## config.mk

```make
export PLATFORM = sky130hd
export DESIGN_NAME = fram_arbiter
export DESIGN_NICKNAME = d
export VERILOG_FILES = /design/src/rtl/fram_arb_pkg.sv /design/src/rtl/fram_rr_arb.sv /design/src/rtl/fram_arbiter.sv
export SDC_FILE = /design/constraint.sdc
export NUM_CORES = 1
export LEC_CHECK = 0
export CAP_MARGIN = 30
export CORE_AREA = 2 2 105 107
export DETAILED_ROUTE_END_ITERATION = 8
export DIE_AREA = 0 0 107 109
export GPL_TIMING_DRIVEN = 0
export PLACE_DENSITY = 0.78
export SETUP_SLACK_MARGIN = 0.1
export SYNTH_ARGS = -nofsm -noshare
export SYNTH_HDL_FRONTEND = slang
export SYNTH_SLANG_ARGS = --single-unit
export TNS_END_PERCENT = 20
```

## constraint.sdc

```tcl
create_clock -name clk -period 3.5 [get_ports clk]
set_input_delay 0.7 -clock clk [delete_from_list [all_inputs] [get_ports clk]]
set_output_delay 0.7 -clock clk [all_outputs]
set_load 0.02 [all_outputs]
```

## src/rtl/fram_arb_pkg.sv

```systemverilog
// Shared types and width helpers for the banked feature-RAM arbiter.
package fram_arb_pkg;

  localparam int unsigned BankIdxW = 8;

  typedef logic [BankIdxW-1:0] bank_idx_t;

  // One slot of the per-port read-return pipeline.
  typedef struct packed {
    logic      valid;
    bank_idx_t bank;
  } pipe_entry_t;

  function automatic int unsigned bank_sel_width(input int unsigned bank_num);
    return (bank_num > 1) ? $clog2(bank_num) : 1;
  endfunction

  function automatic int unsigned offset_width(input int unsigned addr_width,
                                               input int unsigned bank_num);
    return addr_width - bank_sel_width(bank_num);
  endfunction

endpackage

```

## src/rtl/fram_rr_arb.sv

```systemverilog
// Per-bank round-robin picker among read ports; urgent requests pre-empt, hold_i blocks
// non-urgent reads so a pending write can take the bank.
module fram_rr_arb #(
  parameter int unsigned RP_NUM = 2
) (
  input  logic              clk,
  input  logic              rst_n,
  input  logic [RP_NUM-1:0] req_i,
  input  logic [RP_NUM-1:0] urgent_i,
  input  logic              hold_i,
  output logic [RP_NUM-1:0] gnt_o
);

  localparam int unsigned PtrW = (RP_NUM > 1) ? $clog2(RP_NUM) : 1;

  logic [PtrW-1:0]   ptr_q, ptr_d;
  logic [PtrW-1:0]   idx;
  logic [RP_NUM-1:0] cand;

  function automatic int unsigned wrap(input int unsigned v);
    return (v >= RP_NUM) ? v - RP_NUM : v;
  endfunction

  always_comb begin
    cand  = (|urgent_i) ? urgent_i : (hold_i ? '0 : req_i);
    gnt_o = '0;
    ptr_d = ptr_q;
    idx   = '0;
    for (int unsigned k = 0; k < RP_NUM; k++) begin
      idx = PtrW'(wrap(32'(ptr_q) + k));
      if (gnt_o == '0 && cand[idx]) begin
        gnt_o[idx] = 1'b1;
        ptr_d      = PtrW'(wrap(32'(idx) + 1));
      end
    end
  end

  always_ff @(posedge clk or negedge rst_n) begin
    if (!rst_n) begin
      ptr_q <= '0;
    end else begin
      ptr_q <= ptr_d;
    end
  end

endmodule

```

## src/rtl/fram_arbiter.sv

```systemverilog
// Banked feature-RAM arbiter: RP_NUM read ports and one write port onto BANK_NUM BRAMs.
// Define FRAM_ARB_PERF_EN to add the saturating conflict_cnt output.
module fram_arbiter
  import fram_arb_pkg::*;
#(
  parameter int unsigned BANK_NUM   = 4,
  parameter int unsigned ADDR_WIDTH = 12,
  parameter int unsigned DATA_WIDTH = 16,
  parameter int unsigned RP_NUM     = 2,
  parameter int unsigned BRAM_LAT   = 1,
  parameter int unsigned WAIT_MAX   = 7,
  localparam int unsigned OffW      = offset_width(ADDR_WIDTH, BANK_NUM)
) (
  input  logic                                 clk,
  input  logic                                 rst_n,
  input  logic [RP_NUM-1:0]                    rp_valid,
  input  logic [RP_NUM-1:0][ADDR_WIDTH-1:0]    rp_addr,
  output logic [RP_NUM-1:0]                    rp_ready,
  output logic [RP_NUM-1:0]                    rp_rvalid,
  output logic [RP_NUM-1:0][DATA_WIDTH-1:0]    rp_rdata,
  input  logic                                 wp_valid,
  input  logic [ADDR_WIDTH-1:0]                wp_addr,
  input  logic [DATA_WIDTH-1:0]                wp_wdata,
  output logic                                 wp_ready,
  output logic [BANK_NUM-1:0][OffW-1:0]        bram_addr,
  output logic [BANK_NUM-1:0][DATA_WIDTH-1:0]  bram_wdata,
  output logic [BANK_NUM-1:0]                  bram_we,
  output logic [BANK_NUM-1:0]                  bram_en,
  input  logic [BANK_NUM-1:0][DATA_WIDTH-1:0]  bram_rdata
`ifdef FRAM_ARB_PERF_EN
  ,
  output logic [31:0]                          conflict_cnt
`endif
);

  localparam int unsigned SelW = bank_sel_width(BANK_NUM);
  localparam int unsigned CntW = $clog2(WAIT_MAX + 1);

  typedef logic [CntW-1:0] wait_t;
  localparam wait_t WaitMax = wait_t'(WAIT_MAX);

  logic [RP_NUM-1:0][SelW-1:0]   rp_bank;
  logic [RP_NUM-1:0][OffW-1:0]   rp_off;
  logic [SelW-1:0]               wp_bank;
  logic [OffW-1:0]               wp_off;

  wait_t [RP_NUM-1:0]            wait_q, wait_d;
  logic  [RP_NUM-1:0]            urgent;

  logic [BANK_NUM-1:0][RP_NUM-1:0] bank_req, bank_urg, bank_gnt;
  logic [BANK_NUM-1:0]             bank_wr, bank_wgnt;

  pipe_entry_t [RP_NUM-1:0][BRAM_LAT-1:0] pipe_q, pipe_d;

  always_comb begin
    for (int p = 0; p < RP_NUM; p++) begin
      rp_bank[p] = rp_addr[p][ADDR_WIDTH-1 -: SelW];
      rp_off[p]  = rp_addr[p][OffW-1:0];
    end
    wp_bank = wp_addr[ADDR_WIDTH-1 -: SelW];
    wp_off  = wp_addr[OffW-1:0];
  end

  always_comb begin
    urgent   = '0;
    bank_req = '0;
    bank_urg = '0;
    bank_wr  = '0;
    for (int p = 0; p < RP_NUM; p++) begin
      urgent[p] = (wait_q[p] == WaitMax);
    end
    for (int b = 0; b < BANK_NUM; b++) begin
      bank_wr[b] = wp_valid && (wp_bank == SelW'(b));
      for (int p = 0; p < RP_NUM; p++) begin
        bank_req[b][p] = rp_valid[p] && (rp_bank[p] == SelW'(b));
        bank_urg[b][p] = bank_req[b][p] && urgent[p];
      end
    end
  end

  for (genvar b = 0; b < BANK_NUM; b++) begin : g_bank
    fram_rr_arb #(
      .RP_NUM(RP_NUM)
    ) u_rr_arb (
      .clk     (clk),
      .rst_n   (rst_n),
      .req_i   (bank_req[b]),
      .urgent_i(bank_urg[b]),
      .hold_i  (bank_wr[b]),
      .gnt_o   (bank_gnt[b])
    );
  end

  // A starved read in the bank takes precedence over the write.
  always_comb begin
    rp_ready   = '0;
    wp_ready   = 1'b0;
    bram_en    = '0;
    bram_we    = '0;
    bram_addr  = '0;
    bram_wdata = '0;
    bank_wgnt  = '0;
    if (rst_n) begin
      for (int b = 0; b < BANK_NUM; b++) begin
        bank_wgnt[b] = bank_wr[b] && !(|bank_urg[b]);
        if (bank_wgnt[b]) begin
          bram_en[b]    = 1'b1;
          bram_we[b]    = 1'b1;
          bram_addr[b]  = wp_off;
          bram_wdata[b] = wp_wdata;
        end else begin
          for (int p = 0; p < RP_NUM; p++) begin
            if (bank_gnt[b][p]) begin
              bram_en[b]   = 1'b1;
              bram_addr[b] = rp_off[p];
              rp_ready[p]  = 1'b1;
            end
          end
        end
      end
      wp_ready = |bank_wgnt;
    end
  end

  always_comb begin
    for (int p = 0; p < RP_NUM; p++) begin
      if (!rp_valid[p] || rp_ready[p]) begin
        wait_d[p] = '0;
      end else if (wait_q[p] == WaitMax) begin
        wait_d[p] = wait_q[p];
      end else begin
        wait_d[p] = wait_q[p] + wait_t'(1);
      end
    end
  end

  always_comb begin
    pipe_d = pipe_q;
    for (int p = 0; p < RP_NUM; p++) begin
      pipe_d[p][0].valid = rp_ready[p];
      pipe_d[p][0].bank  = bank_idx_t'(rp_bank[p]);
      for (int s = 1; s < BRAM_LAT; s++) begin
        pipe_d[p][s] = pipe_q[p][s-1];
      end
    end
  end

  always_comb begin
    rp_rvalid = '0;
    rp_rdata  = '0;
    for (int p = 0; p < RP_NUM; p++) begin
      rp_rvalid[p] = pipe_q[p][BRAM_LAT-1].valid;
      for (int b = 0; b < BANK_NUM; b++) begin
        if (pipe_q[p][BRAM_LAT-1].valid && pipe_q[p][BRAM_LAT-1].bank == bank_idx_t'(b)) begin
          rp_rdata[p] = bram_rdata[b];
        end
      end
    end
  end

  always_ff @(posedge clk or negedge rst_n) begin
    if (!rst_n) begin
      wait_q <= '0;
      pipe_q <= '0;
    end else begin
      wait_q <= wait_d;
      pipe_q <= pipe_d;
    end
  end

`ifdef FRAM_ARB_PERF_EN
  logic [31:0] conflict_q, conflict_d;
  logic        conflict;

  always_comb begin
    conflict   = (|(rp_valid & ~rp_ready)) || (wp_valid && !wp_ready);
    conflict_d = conflict_q;
    if (conflict && conflict_q != 32'hFFFF_FFFF) begin
      conflict_d = conflict_q + 32'd1;
    end
  end

  always_ff @(posedge clk or negedge rst_n) begin
    if (!rst_n) begin
      conflict_q <= '0;
    end else begin
      conflict_q <= conflict_d;
    end
  end

  assign conflict_cnt = conflict_q;
`endif

endmodule

```

# ---- Yosys cells after proc, flatten, opt, wreduce, memory -nomap -nowiden
# Index checks and enable logic that the tools add are counted.
dict set report classes {
  magnitude_cmp 32
  reduce_logical 70
  eq_ne 19
  mux 133
  n_addsub 30
  n_bitwise 4
}
# operator n
set ops {}
lappend ops {{$mux W16} 12}
lappend ops {{$mux W10} 12}
lappend ops {{$mux W1} 72}
lappend ops {{$mux W64} 1}
lappend ops {{$logic_and A1 B1 Y1} 44}
lappend ops {{$mux W2} 21}
lappend ops {{$mux W40} 1}
lappend ops {{$add A1 B1 Y2 const B} 12}
lappend ops {{$ge A2 B2 Y1 const B} 12}
lappend ops {{$eq A2 B2 Y1 const B} 10}
lappend ops {{$logic_not A8 Y1} 2}
lappend ops {{$lt A1 B2 Y1 const B} 8}
lappend ops {{$sub A1 B1 Y1 const B} 16}
lappend ops {{$logic_not A2 Y1} 7}
lappend ops {{$mux W3} 4}
lappend ops {{$eq A2 B1 Y1 const B} 5}
lappend ops {{$demux W1 S1} 8}
lappend ops {{$ge A1 B1 Y1 const B} 8}
lappend ops {{$ge A1 B2 Y1 const B} 4}
lappend ops {{$mux W4} 2}
lappend ops {{$or A2 B2 Y2} 4}
lappend ops {{$reduce_bool A2 Y1} 4}
lappend ops {{$reduce_or A2 Y1} 4}
lappend ops {{$add A3 B1 Y3 const B} 2}
lappend ops {{other kinds (5)} 13}
dict set report word_totals {
  inputBits 121
  reg_bits 16
  wordCells 298
}

# ---- Longest topological paths before layout
dict set report logic_depth {
  word_depth 22
  depth_mapped 9
  ltp_nobuf 7
}

# ---- Hierarchy
# From an unflattened synthesis, not the netlist that was laid out.
dict set report hier_totals {
  hier_cells 442
  area_unflattened_um2 3940.0
}
# module seq_area_each_um2 n_inst cells_each area_per_inst_um2
set by_module_without_submodules {}
lappend by_module_without_submodules {fram_arbiter 300.3 1 386 3564.7}
lappend by_module_without_submodules {fram_rr_arb 25.0 4 14 93.8}

# ---- Least setup slack after synthesis
# OpenSTA, ideal clock, no wires.
dict set report synth_timing {
  path_kind {input to output}
  start {in rp_addr[10] in the netlist's numbering}
  end {out bram_addr[20] in the netlist's numbering}
  t_required_ns 2.800
  n_path_buf 3
  path_slack_ns 0.455
  path_stages 8
  t_arrival_ns 2.345
  cell_sequence {buf_2 -> and4b_1 -> clkbuf_1 -> o31ai_1 -> o21a_1 -> clkbuf_1 -> a221oi_1 -> nor2_1}
}
# element line_no
set synth_rtl {}
lappend synth_rtl {{start: declaration} fram_arbiter.sv:17} ;# input logic [RP_NUM-1:0][ADDR_WIDTH-1:0] rp_addr,
lappend synth_rtl {{end: declaration} fram_arbiter.sv:25} ;# output logic [BANK_NUM-1:0][OffW-1:0] bram_addr,

==> results.py <==
metrics = {
    "layout": {
        "n_antenna_cell": 0,
        "stdcell_count": 818,
        "area_growth_pct": 94.8,
        "n_fill_cell": 961,
        "fin_area_mm2": 0.00638,
        "fin_nets": 804,
        "drive_gt1_frac": 0.252,
    },
    "timing": {
        "maxSlewHeadroom": 0.606,
        "max_clock_freq_mhz": 290,
        "hold_viol_final": 0,
        "slew_viol_final": 0,
        "finalCritPeriodShare": 0.984,
        "skew_ns": 0.00404,
        "rsz0062_at_grt": "true",
        "setup_viol": 0,
        "worst_slack_ns": 0.0568,
        "min_period_ns": 3.44,
        "tightest_slew_ns": 0.591,
    },
    "setup_path": {
        "r2r-end": "wait_q[5]$_DFFE_PN0P_",
        "r2r.worst_path.cells": 9,
        "slowest_stage": "a222oi_1",
        "cp.arrival_ns": 2.74,
        "cp.buffers_inverters": 3,
        "critPathMostFrequentCell": "ha_2",
        "regToRegSetupSlack_ns": 1.03,
        "crit_end": "bram_addr[13]",
        "worstPathRequired_ns": 2.80,
        "cp_num_cells": 10,
        "cp-start-kind": "register",
        "worstPathCellList": "ha_2 > ha_2 > buf_6 > and4b_2 > nor3b_4 > o31a_1 > clkbuf_8 > a222oi_1 > nor2_1 > buf_4",
        "critPathMaxFanout": 10,
        "worstSetupPathType": "register to output port",
        "slowest_delay_ns": 0.45,
        "end_kind": "output port",
        "crit_family": "compound AO/OA/AOI/OAI gates",
        "startpoint": "wait_q[4]$_DFFE_PN0P_",
        "rr_startpoint": "wait_q[3]$_DFFE_PN0P_",
    },
    "synthesis": {
        "synth_edf_count": 0,
        "syn_avg_cell_area_um2": 8.46,
        "ys_seq_elements": 16,
        "synth_cells": 387,
        "synth-seq-area-share": 0.122,
        "ys_types": 52,
        "yosysWarnings": 0,
        "synth-async-reset-ratio": 1.00,
        "synth_flop_cell": "dfrtp_1",
        "synthesis.area_mm2": 0.00328,
        "syn_nets": 512,
    },
    "placement": {
        "dpl_worst_slack_ns": -1.01,
        "dp_cells": 796,
        "hpwl_um": 12900,
        "gp_congestion": 0.926,
        "io_buffers": 269,
        "place_area_mm2": 0.00614,
    },
    "routing": {
        "drt_iter0_markers": 475,
        "wl_per_cell_um": 21.0,
        "drt-vias-per-instance": 5.78,
        "remaining_drc_errors": 0,
        "firstDrtPassIters": 6,
        "ant_nets": 0,
        "wl_um": 17200,
        "vias": 4725,
    },
    "floorplanning": {
        "io_pins": 270,
        "dieArea_mm2": 0.0117,
        "initial_core_util": 0.309,
        "design.core.area_mm2": 0.0106,
        "die_h_um": 109,
        "die_w_um": 107,
        "fp-row-count": 38,
    },
    "min_path": {
        "hp-class": "input pin to async pin",
    },
    "clocking": {
        "cts_buffer_depth": 2,
        "h-tree-depth": 1,
        "clkSinkCount": 16,
        "cts_tree": "built",
        "insertion_delay_ns": 0.26,
        "clkTransAtPathRegs_ns": 0.07,
        "clock-root-buffer": "clkbuf_8",
        "cts_buffers": 3,
    },
    "power_and_ir_drop": {
        "totalPowerFinal_w": 0.00111,
        "p_per_area_mw_per_mm2": 173,
        "ir_drop_v": 0.0000923,
        "power.leakage_nw": 3.00,
    },
    "run": {
        "drv_cap": 0,
    },
    "grt": {
        "grt_first_pass_wirelength_um": 25500,
        "grt_max_degree": 18,
        "gr-usage-all-layers": 0.276,
        "grt-ovfl-total": 0,
        "grt_antenna_before_repair": 0,
        "grt_pass1_vias": 4805,
    },
    "status": {
        "status": "completed",
    },
}
-- where the power goes --
group | internal (W) | total [W] | switching [W]
clock network | 0.000100 | 0.000171 | 0.0000708
registers | 0.000208 | 0.000230 | 0.0000222
logic | 0.000366 | 0.000705 | 0.000339
-- Yosys cell counts (all sizes together) (4+ instances only) --
library cell / count / share of area
ha: 4 / 0.015
dfrtp: 16 / 0.12
buf: 11 / 0.019
nor2: 51 / 0.058
a222oi: 30 / 0.092
clkbuf: 40 / 0.046
o21ai: 13 / 0.020
nand3b: 5 / 0.011
inv: 4 / 0.0046
mux4: 32 / 0.22
nor3b: 7 / 0.021
a221oi: 10 / 0.027
a21oi: 9 / 0.015
and3: 67 / 0.13
mux2i: 4 / 0.012
and2: 35 / 0.067
-- worst min-delay path by stage --
| stage | start | endpoint | slack, ns |
|---|---|---|---|
| finish | rst_n | wait_q[3]$_DFFE_PN0P_ | 0.36 |
| global route | rst_n | g_bank[0].u_rr_arb.ptr_q$_DFFE_PN0P_ | 0.39 |
| CTS | rst_n | g_bank[0].u_rr_arb.ptr_q$_DFFE_PN0P_ | 0.39 |
| detailed placement | g_bank[1].u_rr_arb.ptr_q$_DFFE_PN0P_ | g_bank[1].u_rr_arb.ptr_q$_DFFE_PN0P_ | 0.50 |
| global placement | g_bank[2].u_rr_arb.ptr_q$_DFFE_PN0P_ | g_bank[2].u_rr_arb.ptr_q$_DFFE_PN0P_ | 0.48 |
| floorplan | rst_n | g_bank[0].u_rr_arb.ptr_q$_DFFE_PN0P_ | 0.40 |
-- metal layers --
| layer | wire, um | GRT usage |
|---|---|---|
| met1 | 6400 | 0.323 |
| met2 | 8580 | 0.504 |
| met3 | 1830 | 0.0681 |
| met4 | 406 | 0.0705 |
| met5 | 0 | 0 |
-- state kept, by name (all words and copies together) (netlist names) --
signal and flops:
pipe_q 4, wait_q 6, rp_rvalid 2, g_bank.u_rr_arb.ptr_q 4
-- layout by cell type (no fill, tap or decap), types with 3 or more instances in the layout --
cell type	synthesis	routed
buf_2	8	28
nor2_1	51	51
buf_6	0	6
a21oi_1	8	8
mux4_2	32	32
a221oi_1	10	4
a222oi_1	30	30
ha_2	0	3
and3_1	67	67
inv_1	4	4
nand3b_1	5	5
clkbuf_2	1	18
clkdlybuf4s15_2	0	12
nor3b_1	4	3
a31oi_1	3	3
nand3_1	3	3
mux2i_1	4	4
a221oi_2	0	6
clkbuf_4	0	9
buf_4	3	26
clkbuf_8	0	10
and2_1	35	35
clkdlybuf4s15_1	0	7
clkdlybuf4s50_1	0	147
dfrtp_1	16	16
nand2_1	3	3
clkbuf_1	39	18
o21a_1	3	3
o21ai_0	13	13
dlygate4sd2_1	0	59
-- worst reg2reg max path, cell delays in order, from the launching register on --
cell,delay (ns)
dfrtp_1,0.38
ha_2,0.18
ha_2,0.16
buf_6,0.14
nor4b_1,0.46
a211oi_4,0.10
o21a_1,0.15
o41a_1,0.45
buf_4,0.17
nor3b_1,0.18
-- layout make-up --
cell class / instances / area, um2 / share of cell area
Buffer: 51 / 359 / 0.0563
Clock buffer: 4 / 55.1 / 0.00863
Timing Repair Buffer: 287 / 2580 / 0.404
Sequential cell: 16 / 400 / 0.0628
Multi-Input combinational cell: 315 / 2790 / 0.437
Inverter: 5 / 20.0 / 0.00314
Tap cell: 140 / 175 / 0.0275
-- what timing repair did --
action                                  4_1_cts  5_1_grt
gates resized for setup                     314       55
hold buffers                                  0        0
gates cloned                                  2        0
pin swaps                                    18       15
setup buffers                                11        5
endpoints found under the setup margin      132       74
-- cells by family after synthesis --
logic type,Yosys count,share of synthesized area
XOR/XNOR,2,0.00535
adder cells (fa/ha/maj),4,0.0153
multiplexers,36,0.232
buffers and inverters,56,0.0710
flip-flops,16,0.122
AND/OR/NAND/NOR,192,0.348
AO/OA/AOI/OAI,81,0.206
-- metrics by stage --
stage          TNS [ns]  hold slack (ns)   util
5_1_grt         -0.0123            0.391  0.602
4_1_cts               0            0.386  0.604
2_1_floorplan         0            0.404      -
3_3_place_gp     -79.46            0.481  0.579
6_report              0            0.359  0.602
3_5_place_dp     -84.47            0.499  0.579
(Power assumes the default switching activity.)
